### src/rtl/cmp_rx_pkg.sv
// Shared constants and types for the comparator-fiber RX frame path.
package cmp_rx_pkg;

  localparam logic [7:0] K_BYTE_LT_DEFAULT = 8'hFC;
  localparam logic [7:0] K_BYTE_SYNC       = 8'hBC;
  localparam logic [1:0] ISK_SYNC          = 2'b01;
  localparam int         FRAME_LEN         = 4;
  localparam int         WORD_W            = 16;

  // Assembled frame, last data word in the MSBs.
  typedef struct packed {
    logic [WORD_W-1:0] w3;
    logic [WORD_W-1:0] w2;
    logic [WORD_W-1:0] w1;
  } frame_t;

  function automatic logic is_sync(input logic [1:0] isk);
    return isk == ISK_SYNC;
  endfunction

endpackage

### src/rtl/cmp_rx_sync_monitor.sv
// K-word periodicity monitor: flags sync loss and keeps a saturating error count.
module cmp_rx_sync_monitor
  import cmp_rx_pkg::*;
#(
  parameter int ERR_CNT_W = 8
) (
  input  logic                 CMP_RX_CLK160,
  input  logic                 CMP_RX_RESETDONE,
  input  logic                 sync_match,
  output logic                 syncword,
  output logic                 synclost,
  output logic [ERR_CNT_W-1:0] err_count
);

  logic [FRAME_LEN+1:1] pipe;
  logic [2:0]           cnt;
  logic                 sat;

  // cnt tracks K words in flight across one frame window; exactly one is healthy.
  always_ff @(posedge CMP_RX_CLK160 or negedge CMP_RX_RESETDONE) begin
    if (!CMP_RX_RESETDONE) begin
      syncword  <= 1'b0;
      pipe      <= '0;
      cnt       <= '0;
      synclost  <= 1'b0;
      err_count <= '0;
      sat       <= 1'b0;
    end else begin
      syncword <= sync_match;
      pipe     <= {pipe[FRAME_LEN:1], syncword};
      if (syncword && !pipe[FRAME_LEN])
        cnt <= cnt + 3'd1;
      else if (!syncword && pipe[FRAME_LEN])
        cnt <= cnt - 3'd1;
      synclost <= (pipe[FRAME_LEN] ^ syncword) | (cnt != 3'd1);
      if (!sat && pipe[FRAME_LEN+1] && synclost)
        err_count <= err_count + ERR_CNT_W'(1);
      // Registered one count early so the increment into all-ones is the last.
      sat <= &err_count[ERR_CNT_W-1:1];
    end
  end

endmodule

### src/rtl/cmp_rx_frame_assembler.sv
// GTX RX fabric side: comma-align control, phase-sync reset, 4-word frame assembly.
// Latency-trigger decode is built only with CMP_RX_LTNCY_TRIG_EN defined.
module cmp_rx_frame_assembler
  import cmp_rx_pkg::*;
#(
  parameter int ERR_CNT_W = 8
`ifdef CMP_RX_LTNCY_TRIG_EN
  , parameter logic [7:0] K_BYTE_LT = K_BYTE_LT_DEFAULT
`endif
) (
  input  logic                  CMP_RX_CLK160,
  input  logic                  CMP_RX_RESETDONE,
  input  logic [WORD_W-1:0]     RX_DATA,
  input  logic [1:0]            RX_ISK,
  input  logic                  RX_BYTE_IS_ALIGNED,
  output logic                  RX_CALIGN,
  output logic                  RX_SYNC_RST,
  output logic                  CEW0,
  output logic                  CEW1,
  output logic                  CEW2,
  output logic                  CEW3,
  output logic [3*WORD_W-1:0]   RCV_DATA,
  output logic [2:0]            NONZERO_WORD,
  output logic                  LTNCY_TRIG,
  output logic                  SYNCWORD,
  output logic                  SYNCLOST,
  output logic [ERR_CNT_W-1:0]  SYNC_ERR_COUNT
);

  logic                 sync_match;
  logic                 r1, r2, calign;
  logic [FRAME_LEN:1]   cew_pipe;
  logic [WORD_W-1:0]    w1, w2;
  frame_t               rcv_q;
  logic [2:0]           nz;

  assign sync_match = is_sync(RX_ISK);

  // cew_pipe[n] marks data word n of the frame; the last stage is CEW0.
  always_ff @(posedge CMP_RX_CLK160 or negedge CMP_RX_RESETDONE) begin
    if (!CMP_RX_RESETDONE) begin
      r1       <= 1'b0;
      r2       <= 1'b0;
      calign   <= 1'b1;
      cew_pipe <= '0;
      w1       <= '0;
      w2       <= '0;
      rcv_q    <= '0;
      nz       <= '0;
    end else begin
      r1       <= 1'b1;
      r2       <= r1;
      calign   <= ~RX_BYTE_IS_ALIGNED;
      cew_pipe <= {cew_pipe[FRAME_LEN-1:1], sync_match};
      if (cew_pipe[1]) begin
        w1    <= RX_DATA;
        nz[0] <= |RX_DATA;
      end
      if (cew_pipe[2]) begin
        w2    <= RX_DATA;
        nz[1] <= |RX_DATA;
      end
      if (cew_pipe[3]) begin
        rcv_q <= {RX_DATA, w2, w1};
        nz[2] <= |RX_DATA;
      end
    end
  end

  assign RX_SYNC_RST  = ~r2;
  assign RX_CALIGN    = calign;
  assign CEW1         = cew_pipe[1];
  assign CEW2         = cew_pipe[2];
  assign CEW3         = cew_pipe[3];
  assign CEW0         = cew_pipe[FRAME_LEN];
  assign RCV_DATA     = rcv_q;
  assign NONZERO_WORD = nz;

`ifdef CMP_RX_LTNCY_TRIG_EN
  logic lt, lt_reg, ltncy_q;

  // Sampled at CEW0, i.e. the K word that opens the next frame in a period-4 stream.
  assign lt = sync_match && (RX_DATA[7:0] == K_BYTE_LT);

  always_ff @(posedge CMP_RX_CLK160 or negedge CMP_RX_RESETDONE) begin
    if (!CMP_RX_RESETDONE) begin
      lt_reg  <= 1'b0;
      ltncy_q <= 1'b0;
    end else begin
      if (cew_pipe[FRAME_LEN]) lt_reg <= lt;
      if (cew_pipe[3])         ltncy_q <= lt_reg;
    end
  end

  assign LTNCY_TRIG = ltncy_q;
`else
  assign LTNCY_TRIG = 1'b0;
`endif

  cmp_rx_sync_monitor #(.ERR_CNT_W(ERR_CNT_W)) u_sync_mon (
    .CMP_RX_CLK160    (CMP_RX_CLK160),
    .CMP_RX_RESETDONE (CMP_RX_RESETDONE),
    .sync_match       (sync_match),
    .syncword         (SYNCWORD),
    .synclost         (SYNCLOST),
    .err_count        (SYNC_ERR_COUNT)
  );

endmodule

### config.mk
export PLATFORM = sky130hd
export DESIGN_NAME = cmp_rx_frame_assembler
export DESIGN_NICKNAME = d
export VERILOG_FILES = /design/src/rtl/cmp_rx_pkg.sv /design/src/rtl/cmp_rx_sync_monitor.sv /design/src/rtl/cmp_rx_frame_assembler.sv
export SDC_FILE = /design/constraint.sdc
export NUM_CORES = 1
export LEC_CHECK = 0
export ABC_CLOCK_PERIOD_IN_PS = 1320
export BUFFER_PORTS_ARGS = -buffer_cell sky130_fd_sc_hd__buf_2
export CELL_PAD_IN_SITES_DETAIL_PLACEMENT = 1
export CELL_PAD_IN_SITES_GLOBAL_PLACEMENT = 1
export CORE_MARGIN = 1
export CORE_UTILIZATION = 40
export CTS_CLUSTER_DIAMETER = 80
export CTS_CLUSTER_SIZE = 28
export DETAILED_ROUTE_END_ITERATION = 10
export GPL_TIMING_DRIVEN = 0
export MAX_ROUTING_LAYER = met4
export PLACE_DENSITY = 0.87
export SETUP_SLACK_MARGIN = 0.3
export SKIP_LAST_GASP = 1
export SYNTH_ARGS = -nofsm -noshare
export SYNTH_HDL_FRONTEND = slang
export SYNTH_SLANG_ARGS = --single-unit
### constraint.sdc
create_clock -name CMP_RX_CLK160 -period 1.32 [get_ports CMP_RX_CLK160]
set_clock_uncertainty 0.15 [all_clocks]
set_input_delay 0.066 -clock CMP_RX_CLK160 [delete_from_list [all_inputs] [get_ports CMP_RX_CLK160]]
set_output_delay 0.066 -clock CMP_RX_CLK160 [all_outputs]
set_load 0.03 [all_outputs]
### Word-level counts from Yosys, hierarchy flattened

Index checks and enable logic that the tools add are counted.

| word-level totals | value |
|---|---|
| register bits | 109 |
| input port bits | 21 |
| output and inout port bits | 68 |
| word-level logic and storage cells | 39 |

| operators by class | value |
|---|---|
| add/subtract/negate cells | 3 |
| eq/ne operators | 2 |
| multiplexer cells | 2 |
| bitwise logic cells | 4 |
| reductions and logical operators | 10 |

Operators by type and width:

| operator | number |
|---|---|
| $reduce_or A16 Y1 | 1 |
| $add A8 B1 Y8 const B | 1 |
| $reduce_and A7 Y1 | 1 |
| $mux W3 | 2 |
| $logic_and A1 B1 Y1 | 4 |
| $add A3 B1 Y3 const B | 1 |
| $logic_not A1 Y1 | 3 |
| $ne A3 B1 Y1 const B | 1 |
| $sub A3 B1 Y3 const B | 1 |
| $eq A2 B1 Y1 const B | 1 |
| $not A1 Y1 | 2 |
| $reduce_bool A2 Y1 | 1 |
| $or A1 B1 Y1 | 1 |
| $xor A1 B1 Y1 | 1 |

### Depth between registers and ports, before layout

| logic depth | value |
|---|---|
| depth after elaboration | 4 |
| gate-level depth with buffers | 5 |

### By module

Synthesis repeated with hierarchy kept, for this count alone.

| unflattened totals | value |
|---|---|
| cell total of the unflattened synthesis | 253 |
| area, all modules | 4150.2 µm² |

By module, submodules not included:

| module | instances | cells an instance | area each (µm²) | sequential area each (µm²) |
|---|---|---|---|---|
| cmp_rx_frame_assembler | 1 | 197 | 3370.7 | 2253.4 |
| cmp_rx_sync_monitor | 1 | 56 | 779.5 | 475.5 |

### Least setup slack after synthesis

Ideal clock, no wire load.

| timing | value |
|---|---|
| path kind | register to register |
| from | reg cew_pipe[1] (netlist bit) |
| to | reg w1[10] |
| arrival time | 1189 ps |
| path slack | -144 ps |
| stages on the path, launching flop included | 4 |
| buffers on the path | 2 |
| period minus slack after synthesis | 1464 ps |
| cells stage by stage | dfrtp_1 buf_6 buf_6 mux2_2 |

RTL lines:

| what | RTL line | text |
|---|---|---|
| start, declared | cmp_rx_frame_assembler.sv:32 | `logic [FRAME_LEN:1] cew_pipe;` |
| start signal, assigned | cmp_rx_frame_assembler.sv:54 | `cew_pipe <= {cew_pipe[FRAME_LEN-1:1], sync_match};` |
| end signal, assigned | cmp_rx_frame_assembler.sv:46 | `w1 <= '0;` |
| end signal, assigned | cmp_rx_frame_assembler.sv:56 | `w1 <= RX_DATA;` |
| end, declared | cmp_rx_frame_assembler.sv:33 | `logic [WORD_W-1:0] w1, w2;` |

No word-level cell between the ends.

### Final worst setup path

| timing | value |
|---|---|
| from | reg cew_pipe[1] (netlist bit) |
| to | reg w1[10] |

No word-level cell between the ends.

==> run_results.csv <==
group,metric,value,unit
detailed_routing,antenna_left,0,
power,peakVddDrop,0.000857,V
layout,area_growth,57.3,%
power,p_sw,3.54,mW
die,start_util,0.415,
timing,whs,-0.424,ns
setup_path,cp.required,1.41,ns
yosys,synth_top_area_cell,"dfrtp_1",
clock_network,h-tree-depth,3,
layout,finalNonFillerCells,565,
detailed_routing,wl,12600,um
setup_path,start_kind,"flop",
die,row_count,36,
layout,num_antenna_cells,0,
clock_network,clock_latency,0.37,ns
yosys,syn_area,4070,um^2
layout,final_cell_mix,"dfrtp_1 (93), buf_6 (71), mux2_2 (51)",
place,io_buffers,87,
layout,fin_nets,453,
layout,final_common_cell,"dfrtp_1",
setup_path,path_cells,"buf_8 -> clkbuf_16 -> mux2_4",
yosys,synth_nets,279,
timing,worst_slew_pin_slew,0.701,ns
yosys,syn_inst,253,
power,comb_power_share,0.370,
clock_network,cts_hold_buf,19,
clock_network,cts_made_buffers,9,
grt,grt_first_pass_wirelength,17800,um
setup_path,cp.arrival,1.45,ns
detailed_routing,via_per_inst,4.86,
power,p_int,6.76,mW
setup_path,rrSetupSlack,-0.04,ns
power,seq_power_share,0.426,
clock_network,root_buffer,"clkbuf_8",
place,dpl_worst_slack,-0.0431,ns
setup_path,crit_slowest_cell,"dfrtp_2",
timing,setup-violations-final,35,
clock_network,clockBufferDepth,2,
yosys,avgSynthCellArea,16.1,um^2
clock_network,cts_sinks,105,
layout,drive_above_1_share,0.660,
detailed_routing,wl_per_cell,22.2,um
timing,max_freq,736,MHz
yosys,synth_area_leaders,"dfrtp_1 (64%), mux2_2 (21%), clkbuf_8 (1.7%)",
die,die_h,103,um
layout,finalInstanceArea,6410,um^2
grt,grt_pass1_vias,3042,
timing,hold_violations,52,
yosys,ys_seq_elements,105,
power,clkPwrFrac,0.204,
die,io-pin-count,89,
die,die_area,10600,um^2
clock_network,cts_tree,"yes",
power,pwr_density_cell,1610,nW/um^2
timing,min_period,1.36,ns
place,place_area,4830,um^2
detailed_routing,drc_errors,0,
timing,period_share,1.03,
place,place_congestion,0.693,
yosys,synth.distinct_cells,27,
power,p_leak,2.97,nW
detailed_routing,drt_iter0_drc,59,
grt,grt_antenna_before_repair,0,
grt,grt_max_degree,55,
timing,postLayoutSetupSlackWorst,-0.0392,ns
setup_path,r2r-start,"cew_pipe[1]",
grt,grt_usage,0.240,
setup_path,critical_path_class,"flop to flop",
hold_path,hp-class,"input pin to asynchronous set/reset pin",
detailed_routing,drtPass1Iterations,6,
setup_path,cp_max_fo,5,
setup_path,end_kind,"flop",
die,die_w,103,um
yosys,netlist.area_leader.share,0.639,
place,dp_hpwl,6040,um
clock_network,clk_pin_slew_worst_paths,0.13,ns
outcome,outcome,"complete, but fails checks",
setup_path,r2r_cells,3,
power,finalPower,10.3,mW
run,maxCapViolCount,0,
setup_path,r2r-end,"w1[10]",
grt,grt_overflow,0,
yosys,synth-seq-area-share,0.645,
die,core,9820,um^2
timing,rsz0062_at_grt,"true",
timing,setup_tns,-0.510,ns
yosys,yosysWarnings,0,
setup_path,cp_slowest_stage_delay,0.48,ns
place,placed_cells,474,
power,p_sw_frac,0.344,
timing,slew-limit-headroom,0.532,
outcome,violations,"negative hold slack, negative setup slack",
timing,maxSlewViolCount,0,
detailed_routing,vias,2746,
## through the flow
stage	hold slack, ns	utilization
floorplan	-0.380	-
global placement	0.0288	0.489
detailed placement	0.00185	0.492
CTS	-0.397	0.625
global route	-0.377	0.653
finish	-0.424	0.653
## per-layer routing
layer  GRT usage  vias up  wire (um)
met5           -        -          0
met4      0.0693        0        199
met3      0.0332       18        426
met2       0.432       84       7040
met1       0.280     1435       4890
li1            -     1209          -
## timing repair
item | CTS | global route
setup endpoints to repair | 161 | 163
cloned | 6 | 1
endpoints found under the hold margin | 102 | 52
pin swaps | 7 | 7
gates resized for setup | 155 | 26
setup buffers | 33 | 16
## synth_stat cells
library cell    n
dfrtp_1       104
mux2_2         77
nor2_1          8
inv_1           7
xor2_1          7
buf_6           5
clkbuf_8        5
ha_1            5
mux2_4          4
nand2_1         4
nor4_1          4
a21oi_1         3
xnor2_1         3
buf_4           2
conb_1          2
nor3_2          2
and4_1          1
dfstp_2         1
mux2i_1         1
nand3_1         1
nand3b_1        1
nand3b_4        1
nand4_2         1
nand4b_1        1
nor2b_1         1
nor3_1          1
o21ai_0         1
## how the worst max path moves through the flow
stage / start / endpoint / slack [ns] / cells after the start
floorplan: u_sync_mon.pipe[2] / RCV_DATA[40] / -0.03 / 3
detailed placement: cew_pipe[1] / u_sync_mon.cnt[2] / -0.04 / 3
global route: cew_pipe[1] / SYNCWORD / -0.06 / 2
finish: cew_pipe[1] / w1[10] / -0.04 / 3
CTS: cew_pipe[1] / u_sync_mon.cnt[2] / -0.06 / 3
global placement: CMP_RX_RESETDONE / u_sync_mon.pipe[1] / -1.22 / 1
## power by group through the flow
| stage | Clock [mW] | Combinational [mW] | Sequential, mW |
|---|---|---|---|
| 2_1_floorplan | 0 | 0.878 | 5.08 |
| 3_3_place_gp | 0 | 2.34 | 4.30 |
| 3_5_place_dp | 0 | 2.45 | 4.35 |
| 4_1_cts | 2.11 | 3.46 | 4.34 |
| 5_1_grt | 2.24 | 4.04 | 4.46 |
| 6_report | 2.10 | 3.81 | 4.39 |
## logic make-up (layout without fill, tap and decap cells)
kind of cell               Yosys count  count (layout)  synth area share
adders and majority gates            5               5            0.0154
xor gates and xnor gates            10              10            0.0215
AOI/OAI and AO/OA                    4               4           0.00491
and+or+nand+nor                     26              26            0.0402
DFF                                105             105             0.645
buffers and inverters               19             198            0.0408
other                                2               2           0.00184
muxes                               82              82             0.230
## state kept, by name, summed over array words and instances, names as in the netlist
signal and cells:
u_sync_mon.pipe 5, u_sync_mon.sat 1, RCV_DATA 48, u_sync_mon.err_count 8, RX_CALIGN 1, u_sync_mon.cnt 3, r2 1, r1 1
cew_pipe 1, NONZERO_WORD 3, w1 16, u_sync_mon.synclost 1, w2 16
## layout make-up
class	count	area [um^2]
Buffer	12	230
Clock inverter	6	76.3
Inverter	7	26.3
Tap cell	133	166
Multi-Input combinational cell	129	1500
Fill cell	930	3410
Timing Repair Buffer	163	1640
Sequential cell	105	2640
Clock buffer	10	128
## worst max-delay path, delay by kind of cell (launching register included)
kind	cells	cell delay, ns
muxes	1	0.30
DFF	1	0.48
buffers and inverters	2	0.32
Note: power is estimated with default switching activity, not from simulation.
